## src/rtl/max_finder_pkg.sv

```systemverilog
// Shared network package: Q6.10 number format and the max-finder FSM states.
package max_finder_pkg;

    localparam int Q_INT_BITS  = 6;
    localparam int Q_FRAC_BITS = 10;
    localparam int Q_WIDTH     = Q_INT_BITS + Q_FRAC_BITS;

    typedef enum logic [1:0] {
        IDLE = 2'd0,
        SCAN = 2'd1,
        DONE = 2'd2
    } state_t;

endpackage

```

## src/rtl/max_finder.sv

```systemverilog
// Sequential argmax over a captured vector of signed Q6.10 neuron outputs.
// One element is compared per cycle against the running best.
module max_finder
    import max_finder_pkg::*;
#(
    parameter int numInputs  = 16,
    parameter int dataWidth  = Q_WIDTH,
    parameter int indexWidth = (numInputs > 1) ? $clog2(numInputs) : 1
) (
    input  logic                            clk,
    input  logic                            reset,
    input  logic [dataWidth*numInputs-1:0]  dataIn,
    input  logic                            dataValid,
    output logic                            busy,
    output logic [indexWidth-1:0]           maxIndex,
    output logic [dataWidth-1:0]            maxValue,
    output logic                            outValid,
    output logic                            overrun
);

    localparam int cntWidth = $clog2(numInputs + 1);
    localparam int vecWidth = dataWidth * numInputs;

    state_t state, next_state;

    logic [vecWidth-1:0]   vec;
    logic [vecWidth-1:0]   shifted;
    logic [dataWidth-1:0]  cur;
    logic [dataWidth-1:0]  best;
    logic [indexWidth-1:0] best_idx;
    logic [cntWidth-1:0]   count;
    logic                  last;
    logic                  greater;
    logic [dataWidth-1:0]  win_val;
    logic [indexWidth-1:0] win_idx;

    // The vector shifts down one element per scan cycle, so the element
    // under comparison always sits in the second-lowest slot.
    assign shifted = vec >> dataWidth;
    assign cur     = shifted[dataWidth-1:0];
    assign last    = (count == cntWidth'(numInputs - 1));
    assign greater = $signed(cur) > $signed(best);
    assign win_val = greater ? cur : best;
    assign win_idx = greater ? count[indexWidth-1:0] : best_idx;

    assign busy     = (state != IDLE);
    assign outValid = (state == DONE);

    always_ff @(posedge clk) begin
        if (!reset) begin
            state <= IDLE;
        end else begin
            state <= next_state;
        end
    end

    always_comb begin
        next_state = state;
        case (state)
            IDLE: begin
                if (dataValid) begin
                    next_state = (numInputs == 1) ? DONE : SCAN;
                end
            end
            SCAN: begin
                if (last) begin
                    next_state = DONE;
                end
            end
            DONE:    next_state = IDLE;
            default: next_state = IDLE;
        endcase
    end

    always_ff @(posedge clk) begin
        if (!reset) begin
            vec      <= '0;
            best     <= '0;
            best_idx <= '0;
            count    <= '0;
            maxIndex <= '0;
            maxValue <= '0;
            overrun  <= 1'b0;
        end else begin
            if (dataValid && state != IDLE) begin
                overrun <= 1'b1;
            end
            case (state)
                IDLE: begin
                    if (dataValid) begin
                        vec      <= dataIn;
                        best     <= dataIn[dataWidth-1:0];
                        best_idx <= '0;
                        count    <= cntWidth'(1);
                        if (numInputs == 1) begin
                            maxIndex <= '0;
                            maxValue <= dataIn[dataWidth-1:0];
                        end
                    end
                end
                SCAN: begin
                    vec      <= shifted;
                    best     <= win_val;
                    best_idx <= win_idx;
                    count    <= count + cntWidth'(1);
                    if (last) begin
                        maxIndex <= win_idx;
                        maxValue <= win_val;
                    end
                end
                default: ;
            endcase
        end
    end

endmodule
```

## config.mk

```make
export PLATFORM = sky130hd
export DESIGN_NAME = max_finder
export DESIGN_NICKNAME = d
export VERILOG_FILES = /design/src/rtl/max_finder_pkg.sv /design/src/rtl/max_finder.sv
export SDC_FILE = /design/constraint.sdc
export NUM_CORES = 1
export LEC_CHECK = 0
export ABC_AREA = 1
export CORE_AREA = 2 2 171 173
export CTS_BUF_LIST = sky130_fd_sc_hd__clkbuf_16
export CTS_CLUSTER_SIZE = 30
export DETAILED_ROUTE_END_ITERATION = 8
export DIE_AREA = 0 0 173 175
export PLACE_DENSITY = 0.85
export SYNTH_ARGS = -nofsm -noshare
export SYNTH_HDL_FRONTEND = slang
export SYNTH_SLANG_ARGS = --single-unit
```

## constraint.sdc

```tcl
create_clock -name clk -period 1.9 [get_ports clk]
set_clock_uncertainty 0.15 [all_clocks]
set_input_delay 0.285 -clock clk [delete_from_list [all_inputs] [get_ports clk]]
set_output_delay 0.285 -clock clk [all_outputs]
set_load 0.01 [all_outputs]
```

==> flow_summary.toml, run 1 <==
[worst_setup_path]
worstReg2RegStart = "best[11]"
slowest_delay_ps = 340
cp_top_family = "simple AND/OR/NAND/NOR gates"
worst-setup-path-type = "reg2reg"
cp-startpoint = "best[11]"
reg2reg_to = "best[13]"
r2r_cells = 13
path_max_fanout = 7
cp_num_buf_inv = 3
crit_end = "best[13]"
critical_path.cell_chain = "inv_2 -> ha_4 -> a21oi_2 -> nand2_2 -> a21oi_4 -> buf_4 -> nand3_4 -> nand3_4 -> buf_8 -> nand2_4 -> nand3_2 -> nand2_2 -> a21oi_2"
start_kind = "flip-flop"
end_kind = "flip-flop"
cp_num_cells = 13
cp.required_ps = 2230
r2r_slack_ps = -370
worstPathArrival_ps = 2600
critPathSlowestCell = "dfxtp_2"

[floorplanning]
die-area_sq_um = 30300
initial_core_util_pct = 45.6
fp-row-count = 62
die_x_um = 173
die_y_um = 175
io_pins = 282
core_area_sq_um = 28400

[finish]
num-fill-cells = 2319
layout.nets = 2500
syn_to_final_growth_pct = 41.6
multi_input_area_sq_um = 6310
final_cells = 2631
seq_area_sq_um = 5790
drive_gt1_share_pct = 11.7
final_cell_area_sq_um = 18300

[detailed_routing]
totalWireLength_um = 42300
post_drt_wl_per_cell_um = 16.1
viasPerCell = 5.29
drt_iter0_drc = 1353
num_vias = 13914
antenna_left = 0
drc = 0
firstDrtPassIters = 6

[run_status]
status = "finished, violations left"
failed_checks = "setup timing"

[synthesis]
syn_area_sq_um = 13000
synth_area_leader_cell = "dfxtp_1"
syn_inst = 1926
postSynthAreaPerCell_sq_um = 6.73
synth.cells.most_frequent = "nand2_1 (837), dfxtp_1 (288), inv_1 (211)"
synth_area_leaders = "dfxtp_1 (44%), nand2_1 (24%), inv_1 (6.1%)"
ys_ff_latch = 288
synth_edf_count = 0
yosysWarnings = 0
synthFlopType = "dfxtp_1"
synth_most_common_cell = "nand2_1"
synthArstFlopShare_pct = 0
synth_top_area_share_pct = 44.5
ys_types = 32
yosysSeqAreaShare_pct = 44.5
syn-num-nets = 2203

[power]
ir_drop_mv = 0.619
powerDensity_nw_per_um2 = 868
totalPowerFinal_mw = 15.9
leakage_nw = 8.87

[global_routing]
antenna_found_initial = 1
grt_pass1_vias = 13321
met3_usage_pct = 4.70
grtUsageTotal_pct = 26.0
grt_max_degree = 110
grt_pass1_wl_um = 65600
grt-ovfl-total = 0
grt-busiest-layer = "met2"
use_met2_pct = 44.8
met1_usage_pct = 31.5

[placed_design]
dp_cells = 2556
gp_congestion = 0.927
place_ws_ps = -411
dpl.hpwl_um = 28000
port_buffers = 281
dpl-instance-area_sq_um = 16700

[sta]
worst_pin_slew_ps = 506
setup_slack_ps = -370
timing.final.crit_period_ps = 2270
holdWs_ps = 143
maxSlewHeadroom_pct = 66.3
setup_viol = 40
maxSlewViolCount = 0
finalHoldViolCount = 0
fmax_mhz = 441
min_period_over_period_pct = 119
rsz0062_at_grt = "yes"

[clock_tree]
path_clk_slew_ps = 70
cts_buffer_depth = 3
ctsRootBufferMaster = "clkbuf_16"
cts.sinks = 288
cts_tree = "yes"
htreeDepth = 1
clk-insertion-delay-late_ps = 540
cts_buffers = 29

[min_path]
hold_class = "in2reg"
hold_depth = 3

[run]
cap_violations = 0
## placed cells by master (no fill, tap or decap), drive strengths merged, types with 3 or more instances in the layout
master,netlist,routed
a21oi,51,51
a221oi,4,4
a22oi,44,44
a31oi,66,66
buf,46,105
bufinv,0,5
clkbuf,79,33
clkdlybuf4s50,0,264
clkinv,0,17
dfxtp,288,288
dlygate4sd2,0,7
dlymetal6s2s,0,9
ha,18,18
inv,215,216
nand2,842,842
nand3,153,154
nand4,14,14
nor2,24,24
nor3,3,3
o21ai,66,66
o21bai,6,6
## per-layer routing
layer	vias up	part of all wire [%]
met5	-	0
met2	705	47
li1	6670	-
met3	201	8.1
met1	6338	40
met4	0	5.8
## registers in the layout, indices dropped and copies added, names as in the netlist
register / flops
maxIndex: 4
best: 16
overrun: 1
state: 2
vec: 240
count: 5
best_idx: 4
maxValue: 16
## kinds of logic after synthesis
family          count (synthesis)  share of synthesized area [%]
simple gates                 1037                           32.1
compound gates                243                           11.3
fa+ha+maj                      18                           1.74
buf+inv                       340                           10.3
flops                         288                           44.5
## power by group
part | switching [mW] | leakage [nW] | internal [mW]
sequential | 0.247 | 2.37 | 6.45
combinational | 1.83 | 6.02 | 1.57
clock | 2.40 | 0.473 | 3.43
## per-stage QoR
stage | setup TNS (ps) | utilization, %
2_1_floorplan | -656 | -
6_report | -11910 | 64.6
3_5_place_dp | -49640 | 58.7
3_3_place_gp | -37880 | 58.7
5_1_grt | -15130 | 64.6
4_1_cts | -6550 | 63.2
## layout make-up
type	instances	area share (%)
Multi-Input combinational cell	1299	34.4
Sequential cell	288	31.6
Timing Repair Buffer	390	21.7
Inverter	215	4.46
Clock buffer	29	3.96
Tap cell	384	2.62
Clock inverter	24	1.25
Antenna cell	2	0.0273
## worst min-delay path by stage
| stage | from | end | slack (ps) |
|---|---|---|---|
| floorplan | dataValid | overrun | 280 |
| global placement | count[4] | count[4] | 300 |
| detailed placement | vec[254] | vec[254] | 300 |
| CTS | dataIn[240] | vec[240] | 130 |
| global route | dataIn[243] | vec[243] | 150 |
| finish | dataIn[240] | vec[240] | 140 |
## worst reg2reg max path, cell delays in order, from the launching register on
cell and delay (ps):
dfxtp_2 340, inv_2 50, ha_4 250, a21oi_2 160
nand2_2 110, a21oi_4 200, buf_4 150, nand3_4 110
nand3_4 170, buf_8 180, nand2_4 70, nand3_2 70
nand2_2 60, a21oi_2 140
## repair_timing
item,4_1_cts,5_1_grt
gates cloned,1,4
endpoints found under the setup margin,47,128
hold endpoints to repair,17,0
resized for setup,70,62
hold buffers,1,0
pin swaps,21,27
buffers inserted,6,8
(Power assumes the default switching activity.)
==> run 2, diff against run 1 <==
--- a/config.mk
+++ b/config.mk
@@ -12,6 +12,7 @@
 export DETAILED_ROUTE_END_ITERATION = 8
 export DIE_AREA = 0 0 173 175
 export PLACE_DENSITY = 0.85
+export SLEW_MARGIN = 20
 export SYNTH_ARGS = -nofsm -noshare
 export SYNTH_HDL_FRONTEND = slang
 export SYNTH_SLANG_ARGS = --single-unit
==> results of run 2 <==
Final layout, timing and power as in run 1 (identical DEF).
